--- config.mk ---
export PLATFORM = sky130hd
export DESIGN_NAME = uart_rx
export DESIGN_NICKNAME = d
export VERILOG_FILES = /design/src/rtl/uart_pkg.sv /design/src/rtl/uart_rx_fifo.sv /design/src/rtl/uart_rx.sv
export SDC_FILE = /design/constraint.sdc
export NUM_CORES = 1
export LEC_CHECK = 0
export CAP_MARGIN = 20
export CORE_MARGIN = 3
export CORE_UTILIZATION = 60
export DETAILED_ROUTE_END_ITERATION = 16
export PLACE_DENSITY = 0.84
export REMOVE_ABC_BUFFERS = 1
export SLEW_MARGIN = 10
export SYNTH_ARGS = -nofsm -noshare
export SYNTH_HDL_FRONTEND = slang
export SYNTH_SLANG_ARGS = --single-unit
--- constraint.sdc ---
create_clock -name clk_i -period 4.21 [get_ports clk_i]
set_clock_uncertainty 0.2 [all_clocks]
set_input_delay 0.421 -clock clk_i [delete_from_list [all_inputs] [get_ports clk_i]]
set_output_delay 0.421 -clock clk_i [all_outputs]
set_load 0.03 [all_outputs]
--- src/rtl/uart_pkg.sv ---
// Shared UART definitions: receiver state encoding and baud-timing helper.
// Used by both uart_rx and uart_tx so that the two sides agree on line timing.
package uart_pkg;

    typedef enum logic [2:0] {
        RX_IDLE      = 3'd0,
        RX_START_BIT = 3'd1,
        RX_DATA_BITS = 3'd2,
        RX_STOP_BIT  = 3'd3,
        RX_WAIT_IDLE = 3'd4
    } rx_state_t;

    function automatic int clks_per_bit(input int clk_hz, input int baud_hz);
        return clk_hz / baud_hz;
    endfunction

endpackage

--- src/rtl/uart_rx_fifo.sv ---
// Receive byte FIFO with first-word-fall-through read port.
// Pointers carry one extra wrap bit so that all 2**FIFO_BITS entries are usable.
module uart_rx_fifo #(
    parameter int FIFO_BITS = 4
) (
    input  logic       clk_i,
    input  logic       reset_n_i,
    input  logic       wr_stb_i,
    input  logic [7:0] wr_data_i,
    input  logic       rd_stb_i,
    output logic [7:0] rd_data_o,
    output logic       empty_o,
    output logic       full_o,
    output logic       overflow_o
);
    localparam int DEPTH = 1 << FIFO_BITS;

    logic [7:0]         mem [DEPTH];
    logic [FIFO_BITS:0] wr_ptr;
    logic [FIFO_BITS:0] rd_ptr;
    logic               do_wr;
    logic               do_rd;

    assign empty_o    = (wr_ptr == rd_ptr);
    assign full_o     = (wr_ptr[FIFO_BITS-1:0] == rd_ptr[FIFO_BITS-1:0]) &&
                        (wr_ptr[FIFO_BITS] != rd_ptr[FIFO_BITS]);
    // A write while full is dropped even if a read frees a slot in the same cycle.
    assign do_wr      = wr_stb_i && !full_o;
    assign do_rd      = rd_stb_i && !empty_o;
    assign overflow_o = wr_stb_i && full_o;
    assign rd_data_o  = empty_o ? 8'h00 : mem[rd_ptr[FIFO_BITS-1:0]];

    always_ff @(posedge clk_i) begin
        if (do_wr) begin
            mem[wr_ptr[FIFO_BITS-1:0]] <= wr_data_i;
        end
    end

    always_ff @(posedge clk_i or negedge reset_n_i) begin
        if (!reset_n_i) begin
            wr_ptr <= '0;
            rd_ptr <= '0;
        end else begin
            if (do_wr) begin
                wr_ptr <= wr_ptr + 1'b1;
            end
            if (do_rd) begin
                rd_ptr <= rd_ptr + 1'b1;
            end
        end
    end

endmodule

--- src/rtl/uart_rx.sv ---
// 8N1 UART receiver: input synchronizer, frame FSM sampling at mid-bit,
// byte FIFO and a sticky error LED for framing errors and FIFO overflow.
module uart_rx
    import uart_pkg::*;
#(
    parameter int CLK_FREQUENCY_HZ = 60000000,
    parameter int BAUD_RATE_HZ     = 3000000,
    parameter int FIFO_BITS        = 4
) (
    input  logic       clk_i,
    input  logic       reset_n_i,
    input  logic       uart_rxd_i,
    input  logic       rd_stb_i,
    output logic [7:0] data_o,
    output logic       data_valid_o,
    output logic       led_rx_err_o
);
    localparam int          CLKS_PER_BIT = clks_per_bit(CLK_FREQUENCY_HZ, BAUD_RATE_HZ);
    localparam logic [15:0] BIT_END      = 16'(CLKS_PER_BIT);
    localparam logic [15:0] BIT_MID      = 16'(CLKS_PER_BIT / 2);

    logic        rxd_meta;
    logic        rxd_s;
    rx_state_t   state;
    logic [15:0] clock_count;
    logic [2:0]  bit_index;
    logic [7:0]  shift_reg;
    logic        stop_sample;
    logic        push;
    logic        frame_err;
    logic        fifo_empty;
    logic        fifo_full;
    logic        fifo_overflow;

    // Idle-high reset value keeps a quiet line from looking like a start bit.
    always_ff @(posedge clk_i or negedge reset_n_i) begin
        if (!reset_n_i) begin
            rxd_meta <= 1'b1;
            rxd_s    <= 1'b1;
        end else begin
            rxd_meta <= uart_rxd_i;
            rxd_s    <= rxd_meta;
        end
    end

    always_ff @(posedge clk_i or negedge reset_n_i) begin
        if (!reset_n_i) begin
            state       <= RX_IDLE;
            clock_count <= '0;
            bit_index   <= '0;
            shift_reg   <= '0;
        end else begin
            case (state)
                RX_IDLE: begin
                    if (!rxd_s) begin
                        clock_count <= 16'd1;
                        state       <= RX_START_BIT;
                    end
                end
                RX_START_BIT: begin
                    if (clock_count == BIT_MID) begin
                        if (rxd_s) begin
                            state <= RX_IDLE;
                        end else begin
                            clock_count <= 16'd1;
                            bit_index   <= 3'd0;
                            state       <= RX_DATA_BITS;
                        end
                    end else begin
                        clock_count <= clock_count + 16'd1;
                    end
                end
                // From here on every sample lands one full bit after the previous mid-bit point.
                RX_DATA_BITS: begin
                    if (clock_count == BIT_END) begin
                        shift_reg[bit_index] <= rxd_s;
                        clock_count          <= 16'd1;
                        if (bit_index == 3'd7) begin
                            state <= RX_STOP_BIT;
                        end else begin
                            bit_index <= bit_index + 3'd1;
                        end
                    end else begin
                        clock_count <= clock_count + 16'd1;
                    end
                end
                RX_STOP_BIT: begin
                    if (clock_count == BIT_END) begin
                        state <= rxd_s ? RX_IDLE : RX_WAIT_IDLE;
                    end else begin
                        clock_count <= clock_count + 16'd1;
                    end
                end
                RX_WAIT_IDLE: begin
                    if (rxd_s) begin
                        state <= RX_IDLE;
                    end
                end
                default: state <= RX_IDLE;
            endcase
        end
    end

    assign stop_sample = (state == RX_STOP_BIT) && (clock_count == BIT_END);
    assign push        = stop_sample && rxd_s;
    assign frame_err   = stop_sample && !rxd_s;

    uart_rx_fifo #(
        .FIFO_BITS (FIFO_BITS)
    ) u_fifo (
        .clk_i      (clk_i),
        .reset_n_i  (reset_n_i),
        .wr_stb_i   (push),
        .wr_data_i  (shift_reg),
        .rd_stb_i   (rd_stb_i),
        .rd_data_o  (data_o),
        .empty_o    (fifo_empty),
        .full_o     (fifo_full),
        .overflow_o (fifo_overflow)
    );

    assign data_valid_o = !fifo_empty;

    always_ff @(posedge clk_i or negedge reset_n_i) begin
        if (!reset_n_i) begin
            led_rx_err_o <= 1'b0;
        end else if (frame_err || (fifo_overflow && fifo_full)) begin
            led_rx_err_o <= 1'b1;
        end
    end

endmodule

# Yosys cells after proc, flatten, opt, wreduce, memory -nomap -nowiden
# Memories as Yosys holds them, arrays and structs flattened.
# Cells that the tools add are included.
[word_totals]
ff_bits = 43
mem_bits_rw = 128
in_bits = 4
out_inout_bits = 10
n_memories = 1
[classes]
add_sub_neg = 4
order_cmp = 2
eq_ne = 19
n_mux = 25
n_reduce_logical = 20
[memory_table]
columns = ["name", "depth", "width", "rd", "rd_ports_with_merged_regs", "write_ports", "line_no", "rtl"]
rows = [
  ["u_fifo.mem", 16, 8, 1, 0, 1, "uart_rx_fifo.sv:18", "logic [7:0] mem [DEPTH];"],
]
[op_table]
columns = ["cell", "count"]
rows = [
  ["16-bit two-way mux", 4],
  ["16-bit case mux with 4 select lines", 1],
  ["3-bit two-way mux", 11],
  ["2-bit inequality test (second input constant)", 9],
  ["16-bit by 1-bit adder with 16-bit output (second input constant)", 1],
  ["16-bit by 4-bit == test with 1-bit output (second input constant)", 1],
  ["16-bit by 5-bit == test with 1-bit output (second input constant)", 1],
  ["3-bit case mux with 5 select lines", 1],
  ["5-bit by 1-bit adder with 5-bit output (second input constant)", 2],
  ["1-bit logical AND", 9],
  ["8-bit bitwise mux", 1],
  ["8-bit two-way mux", 1],
  ["3-bit by 2-bit == test with 1-bit output (second input constant)", 2],
  ["3-bit == test (second input constant)", 2],
  ["3-bit case mux with 2 select lines", 1],
  ["6-bit AND reduction", 1],
  ["5-bit == test", 1],
  ["5-bit AND reduction", 1],
  ["4-bit == test", 1],
  ["3-bit by 4-bit < comparator with 1-bit output (second input constant)", 1],
  ["2-bit AND reduction", 2],
  ["4-bit nonzero test", 1],
  ["3-bit by 1-bit adder with 3-bit output (second input constant)", 1],
  ["1-bit demux with 3-bit select", 1],
  ["9 further kinds", 13],
]

# Logic depth before layout (Yosys ltp)
# Gate-level depths: netlist of run 1.
[logic_depth]
depth_word = 6
ltp_mapped = 8
ltp_nobuf = 7

# Modules after synthesis
# A second synthesis of run 1 with hierarchy kept.
[hier_totals]
hier_cells = 461
area_unflattened_um2 = 7368.3
[modules_own_cells]
columns = ["module", "instances", "cells_each", "area_per_inst_um2", "seq_area_each_um2"]
rows = [
  ["uart_rx_fifo", 1, 274, 5520.3, 4093.9],
  ["uart_rx", 1, 187, 1848.0, 828.3],
]

# Worst setup path after synthesis of run 1
# No wires, ideal clock.
[synth_path]
path_kind = "flip-flop to flip-flop"
startpoint = "register clock_count[10]"
endpoint = "memory u_fifo.mem[3][0] (enable)"
setup_time_ps = 383
arrival_ps = 2139
required_ps = 3627
path_slack_ps = 1488
path_stages_with_launch = 7
path_buffers = 1
period_less_slack_ps = 2722
cell_sequence = "dfrtp_1 > buf_4 > nor4_4 > nand4_1 > nor3_4 > nand3_1 > nor3_1"
[synth_between]
elab_chain_len = 6
[synth_rtl]
columns = ["element", "line_no", "rtl"]
rows = [
  ["start, declared", "uart_rx.sv:25", "logic [15:0] clock_count;"],
  ["start signal, assigned", "uart_rx.sv:70", "clock_count <= clock_count + 16'd1;"],
  ["start signal, assigned", "uart_rx.sv:84", "clock_count <= clock_count + 16'd1;"],
  ["start signal, assigned", "uart_rx.sv:91", "clock_count <= clock_count + 16'd1;"],
  ["16-bit by 5-bit == test with 1-bit output", "uart_rx.sv:104", "assign stop_sample = (state == RX_STOP_BIT) && (clock_count == BIT_END);"],
  ["1-bit logical AND", "uart_rx.sv:104", ""],
  ["1-bit logical AND", "uart_rx.sv:105", "assign push = stop_sample && rxd_s;"],
  ["1-bit logical AND", "uart_rx_fifo.sv:28", "assign do_wr = wr_stb_i && !full_o;"],
  ["1-bit two-way mux", "uart_rx_fifo.sv:34", "if (do_wr) begin"],
  ["1-bit two-way mux (not written as such)", "uart_rx_fifo.sv:35", "mem[wr_ptr[FIFO_BITS-1:0]] <= wr_data_i;"],
  ["end, declared", "uart_rx_fifo.sv:18", ""],
]
# No other way between the ends.

# Worst setup path after layout of run 1
[layout_path]
startpoint = "register u_fifo.rd_ptr[0]"
endpoint = "output data_o[3]"
[layout_between]
elab_chain_len = 2
[layout_rtl]
columns = ["element", "line_no", "rtl"]
rows = [
  ["start, declared", "uart_rx_fifo.sv:20", "logic [FIFO_BITS:0] rd_ptr;"],
  ["start signal, assigned", "uart_rx_fifo.sv:48", "rd_ptr <= rd_ptr + 1'b1;"],
  ["memory 16 x 8 bit or 5-bit == test (tied branches)", "-", ""],
  ["8-bit two-way mux (*)", "uart_rx_fifo.sv:31", "assign rd_data_o = empty_o ? 8'h00 : mem[rd_ptr[FIFO_BITS-1:0]];"],
  ["end, declared", "uart_rx.sv:14", "output logic [7:0] data_o,"],
]
# Mark *: on every way between the ends. The rest lies on a longest branch, timed or not.

==> results of run 1 <==
-- area by class of cell --
class | count | area share (%)
Clock buffer | 21 | 5.40
Clock inverter | 8 | 0.904
Inverter | 15 | 0.690
Multi-Input combinational cell | 237 | 27.9
Sequential cell | 171 | 60.3
Tap cell | 143 | 2.19
Timing Repair Buffer | 24 | 2.58
-- how the worst max path moves through the flow --
stage,cells after the start,end,slack (ps)
after floorplan,5,u_fifo.mem[3][0],630
after global placement,6,u_fifo.mem[7][7],980
after detailed placement,6,u_fifo.mem[7][3],860
after CTS,5,data_o[3],510
after global routing,5,data_o[3],430
final,5,data_o[3],550
-- through the flow --
stage          cells  utilization (%)  instance area, sq um
3_3_place_gp     589             65.2                  7640
6_report         619             69.7                  8160
3_5_place_dp     589             65.2                  7640
5_1_grt          619             69.7                  8160
4_1_cts          619             69.7                  8160
2_1_floorplan    423                -                  7260
-- logic make-up (layout without fill, tap and decap cells) --
group,count (synthesis),count (layout)
xor+xnor,13,13
simple gates,124,124
buf+inv,37,68
fa+ha+maj,10,10
flops,171,171
mux,51,51
compound gates,39,39
-- power by group --
group | leakage, nW | internal, mW | switching [mW]
Combinational | 0.965 | 0.471 | 0.547
Clock | 0.250 | 0.799 | 0.598
Sequential | 1.74 | 1.85 | 0.0824
-- critical path, cell delays in order (launching register included) --
cell,delay [ps]
dfrtp_2,360
buf_4,400
mux4_2,600
mux4_2,470
nor2b_1,150
clkdlybuf4s50_1,610
-- layout by cell type, fill, tap and decap left out, types with 3 or more instances in the layout --
cell,instances
a211o_1,7
a21o_1,3
a21oi_1,6
and3_1,9
buf_4,10
clkbuf_1,4
clkbuf_16,17
clkdlybuf4s50_1,12
clkinv_2,3
dfrtp_1,40
edfxtp_1,128
ha_1,10
inv_1,15
mux2_2,9
mux4_2,40
nand2_1,16
nand2b_1,4
nand3_1,18
nand4_1,5
nor2_1,21
nor2b_1,10
nor3_1,16
nor3b_1,4
nor4_1,3
o21ai_0,7
xnor2_1,5
xor2_1,8
-- per-layer routing --
metal  up-vias  track usage, %  wire [um]
met2       144            37.5       7170
met4         0            8.94        292
met1      2070            30.8       5720
met3        27            6.22        899
met5         -               0          0
li1       1786               -          -
==> summary.md, run 1 <==
| Metric | Value |
|---|---|
| Run status | finished, final reports clean |
| Multiplexer share of the synthesized area | 13.8% |
| Crit path max fanout | 23 |
| Seq cells post-synth | 171 |
| Worst Hold Depth | 0 |
| TritonCTS clock tree | yes |
| Top-area cell type share of the netlist area | about 52% |
| Hold wc startpoint | rxd_meta |
| Area grow syn2layout | 10.3% |
| Final Hold Violating Endpoints | 0 |
| Fmax achieved | 273 MHz |
| Avg Cell Area, Syn | 16.6 sq um |
| Critical R2R Capture | u_fifo.mem[7][1] |
| TNS Setup | 0 ps |
| Crit path required time | 3590 ps |
| Simple-gate share of the synthesized area | about 9.7% |
| Final-stage net count | 480 |
| Pwr Total | between 4 and 5 mW |
| RSZ-0062 raised after global routing | no |
| PortBufs | 13 |
| Unique masters post-synth | 57 |
| Ys Warns | 0 |
| Hold_buf cts | 1 |
| Reg area | approximately 5000 sq um |
| CTS Sinks | roughly 170 |
| # IOs | 14 |
| Starting DRC count in detailed routing | 443 |
| Critical Path Start | u_fifo.rd_ptr[0] |
| VDD IR-drop max | 0.407 mV |
| Leakage | 2.96 nW |
| Largest net degree at the start of global routing | 44 |
| Hold path endpoint | rxd_s |
| Final hold slack | 157 ps |
| Gpl congestion | 0.825 |
| Vias in the first global route | 4,169 |
| Pre-CTS WS | 856 ps |
| Cell taking the most area after synthesis | edfxtp_1 |
| Hold Crit Class | reg -> reg |
| Main combinational cell family by area after synthesis | multiplexers |
| Count leader, synth | edfxtp_1 |
| Final worst setup slack | 547 ps |
| Gate Count Post-Synth | 445 |
| Commonest cells in the synthesized netlist | edfxtp_1, dfrtp_1, mux4_2 |
| Worst-path clk slew | 60 ps |
| Max reg flops | 128 |
| Initial antenna violation count | 0 |
| DRT Wirelength | 14.1 mm |
| Die ar. | 13,700 sq um |
| Routed vias | 4,027 |
| Detailed-route wire length per cell | 22.8 um |
| Global Route Usage Sum | 23.3% |
| Drt drc | 0 |
| FFs w/ async S/R, synth | about 25% |
| Height of the chip | 117 um |
| Pins Over Slew Limit | 0 |
| Routed Antenna Nets | 0 |
| Max Cap Viol | 0 |
| Postcts setup bufs | 0 |
| Area of the multi-input gates | 2280 sq um |
| Site Rows | 39 |
| Core area | 11,700 sq um |
| Synth Area in Compound Gates | slightly above 4% |
| Htree depth | 4 |
| First-pass GRT wire length | 23.0 mm |
| Post-CTS Resized | 0 |
| Worst Path Arrival | ~3000 ps |
| Reg-to-reg startpoint | u_fifo.rd_ptr[0] |
| Number of synthesized flops with an enable pin | 128 |
| Layout cells sized above 1 | 20.4% |
| ANT cells | 0 |
| Total CTS buffers | 17 |
| Starting Density | 63.2% |
| CP Launch Type | register |
| FILL cells | 738 |
| Root Buffer | clkbuf_16 |
| Routed vias/inst | 6.51 |
| Synthesized cell area | 7400 sq um |
| Largest cells by area after synthesis | edfxtp_1, dfrtp_1, mux4_2 |
| R2R depth | 6 |
| Final setup viols | 0 |
| Critical path class | reg -> out |
| CP Capture Type | primary output |
| Flop2flop setup slack | 880 ps |
| Tightest Pin Transition | ~1100 ps |
| Die width | 117 um |
| Drt pass-1 iters | 5 |
| Synth Area in Adders | 1.69% |
| Seq/Total Area, Yosys | between 60% and 70% |
| Global route total overflow | 0 |
| Synth Flop Type | edfxtp_1 |
| XOR/XNOR Fraction of Synth Area | roughly 1.5% |
| Period utilization | 87.0% |
| Post-DP HPWL | 9.08 mm |
| Max clock buf depth | 2 |
| Clk_lat worst skew | 430 ps |
| PwrDens | 533 nW/um^2 |
| Min cycle time layout | about 3700 ps |
| Slew HR | 26.5% |
No activity file was read; power rests on OpenSTA's default activity.
==> inputs of run 2 (changes only) <==
CORE_MARGIN = default   (was 3)
==> run 2 against run 1 <==
Compared with the run above:
- combinational power shrank 4%
- clock power grew 9%
- routed wire length grew 3.2%
- utilization shrank 0.97 points
- global-route usage grew 1.5 points
- via count shrank 0.94%
- critical path type unchanged
- highest routed layer unchanged
==> summary.md, run 2 (synthesis gave the netlist of run 1 again) <==
| Metric | Value |
|---|---|
| Global Route Usage Sum | 24.7% (was 23.3%) |
| Global route total overflow | 0 (unchanged) |
| Non-filler cells, final | 628 (was 619) |
| Commonest cells after routing, fill and taps aside | edfxtp_1, mux4_2, dfrtp_1, nor2_1, nand3_1 (unchanged) |
| PwrDens | 543 nW/um^2 (was 533 nW/um^2) |
| CTS Sinks | 171 (unchanged) |
| Hold Crit Class | reg -> reg (unchanged) |
| Max Cap Viol | 0 (unchanged) |
| CP Capture Type | primary output (unchanged) |
| Pwr Total | 4.48 mW (was 4.35 mW) |
| Drt drc | 0 (unchanged) |
| FILL cells | 767 (was 738) |
| Postcts setup bufs | 0 (unchanged) |
| Vias in the first global route | 4,152 (was 4,169) |
| Total CTS buffers | 17 (unchanged) |
| Most frequent CP cell | mux4_2 (unchanged) |
| Routed vias | 3,989 (was 4,027) |
| Placed insts | 595 (was 589) |
| Routed Antenna Nets | 0 (unchanged) |
| Worst-path clk slew | 60 ps (about the same) |
| PortBufs | 13 (unchanged) |
| Final-stage net count | 482 (was 480) |
| Starting Density | 61.6% (was 63.2%) |
| Leakage | 3.00 nW (was 2.96 nW) |
| Clk_lat worst skew | 430 ps (about the same) |
| Period utilization | 91.4% (was 87.0%) |
| Routed vias/inst | 6.35 (was 6.51) |
| Core area | 12,000 sq um (was 11,700 sq um) |
| Critical path class | reg -> out (unchanged) |
| ANT cells | 0 (unchanged) |
| Largest net degree at the start of global routing | 44 (unchanged) |
| First-pass GRT wire length | 22.9 mm (was 23.0 mm) |
| # IOs | 14 (unchanged) |
| Worst Path Arrival | 3230 ps (was 3040 ps) |
| Gpl congestion | 0.817 (was 0.825) |
| TritonCTS clock tree | yes (unchanged) |
| Critical Path Max Stage Delay | 750 ps (was 610 ps) |
| Drt pass-1 iters | 5 (unchanged) |
| Final setup viols | 0 (unchanged) |
| Min cycle time layout | 3850 ps (was 3660 ps) |
| Slew HR | 23.3% (was 26.5%) |
| Max clock buf depth | 2 (unchanged) |
| VDD IR-drop max | 0.234 mV (was 0.407 mV) |
| Fmax achieved | 260 MHz (was 273 MHz) |
| Crit path max fanout | 20 (was 23) |
| Fin util | 68.7% (was 69.7%) |
| Pins Over Slew Limit | 0 (unchanged) |
| Final Hold Violating Endpoints | 0 (unchanged) |
| DRT Wirelength | 14.5 mm (was 14.1 mm) |
| Crit path required time | 3590 ps (about the same) |
| Site Rows | 40 (was 39) |
| Max reg flops | 128 (unchanged) |
| Height of the chip | 113 um (was 117 um) |
| Die width | 113 um (was 117 um) |
| Post-DP HPWL | 8.97 mm (was 9.08 mm) |
| Root Buffer | clkbuf_16 (unchanged) |
| Layout cells sized above 1 | 22.0% (was 20.4%) |
| Most common cell after layout, fill and taps aside | edfxtp_1 (unchanged) |
| TNS Setup | 0 ps (unchanged) |
| CP Launch Type | register (unchanged) |
| Detailed-route wire length per cell | 23.1 um (was 22.8 um) |
| Area grow syn2layout | 11.6% (was 10.3%) |
| Tightest Pin Transition | 1150 ps (was 1100 ps) |
| Htree depth | 4 (unchanged) |
| Die ar. | 12,800 sq um (was 13,700 sq um) |
| Final hold slack | 161 ps (was 157 ps) |
| Crit path cell chain | buf_12 -> mux4_2 -> mux4_2 -> nor2b_1 -> clkdlybuf4s50_1 (was buf_4 -> mux4_2 -> mux4_2 -> nor2b_1 -> clkdlybuf4s50_1) |
| RSZ-0062 raised after global routing | no (unchanged) |
| Starting DRC count in detailed routing | 396 (was 443) |
| Run status | finished, final reports clean (unchanged) |
| CP max stage cell | dfrtp_2 (was clkdlybuf4s50_1) |
| Initial antenna violation count | 0 (unchanged) |
-- run 2: changes by cell type in the layout (fill, tap and decap cells not counted), sizes merged --
| cell | delta |
|---|---|
| buf | +2 |
| clkinvlp | +3 |
| bufinv | +1 |
| clkbuf | -3 |
| inv | +2 |
-- run 2: final timing paths --
kind,to,cells after the start,slack [ps],from
min in group asynchronous,clock_count[8],2,490,reset_n_i
max in group asynchronous,u_fifo.rd_ptr[0],2,2670,reset_n_i
setup reg to reg,u_fifo.mem[13][3],6,590,u_fifo.rd_ptr[0]
hold / removal,rxd_s,0,160,rxd_meta
setup / recovery,data_o[0],5,360,u_fifo.rd_ptr[0]
hold reg to reg,rxd_s,0,160,rxd_meta
-- run 2: timing repair --
| action | 4_1_cts | 5_1_grt |
|---|---|---|
| hold buffers | 1 | 0 |
| hold endpoints to repair | 41 | 0 |
| resized for setup | 0 | 0 |
-- run 2: area by class of cell --
class | instances | area [sq um] | share of cell area (%)
inverter | 15 | 56.3 | 0.682
multi-input combinational | 237 | 2280 | 27.6
clock inverter | 14 | 145 | 1.76
tap | 147 | 184 | 2.23
sequential | 171 | 4920 | 59.6
clock buffer | 18 | 429 | 5.20
timing repair buffer | 26 | 238 | 2.88
-- run 2: per-layer routing --
metal  vias to the layer above  GRT usage, %  part of all wire [%]
li1                       1798             -                     -
met1                      2042          30.3                    41
met2                       126          43.9                    53
met3                        23          3.80                   4.4
met4                         0          10.7                   2.1
met5                         -             0                     0
-- run 2: through the flow --
stage / instance area (sq um) / worst slack (ps)
CTS: 8260 / 285
global route: 8260 / 194
floorplan: 7260 / 631
finish: 8260 / 361
detailed placement: 7670 / 597
global placement: 7670 / 802
-- run 2: report_power, final --
part           internal (mW)  switching (mW)  leakage, nW
combinational          0.472           0.508        0.982
clock                  0.874           0.644        0.273
sequential              1.85           0.131         1.74
total                   3.20            1.28         3.00
-- run 2: worst max-delay path, delay by kind of cell, from the launching register on --
family	cells	cell delay, ps
multiplexers	2	1030
buffers and inverters	2	860
flip-flops	1	750
AND/OR/NAND/NOR	1	150
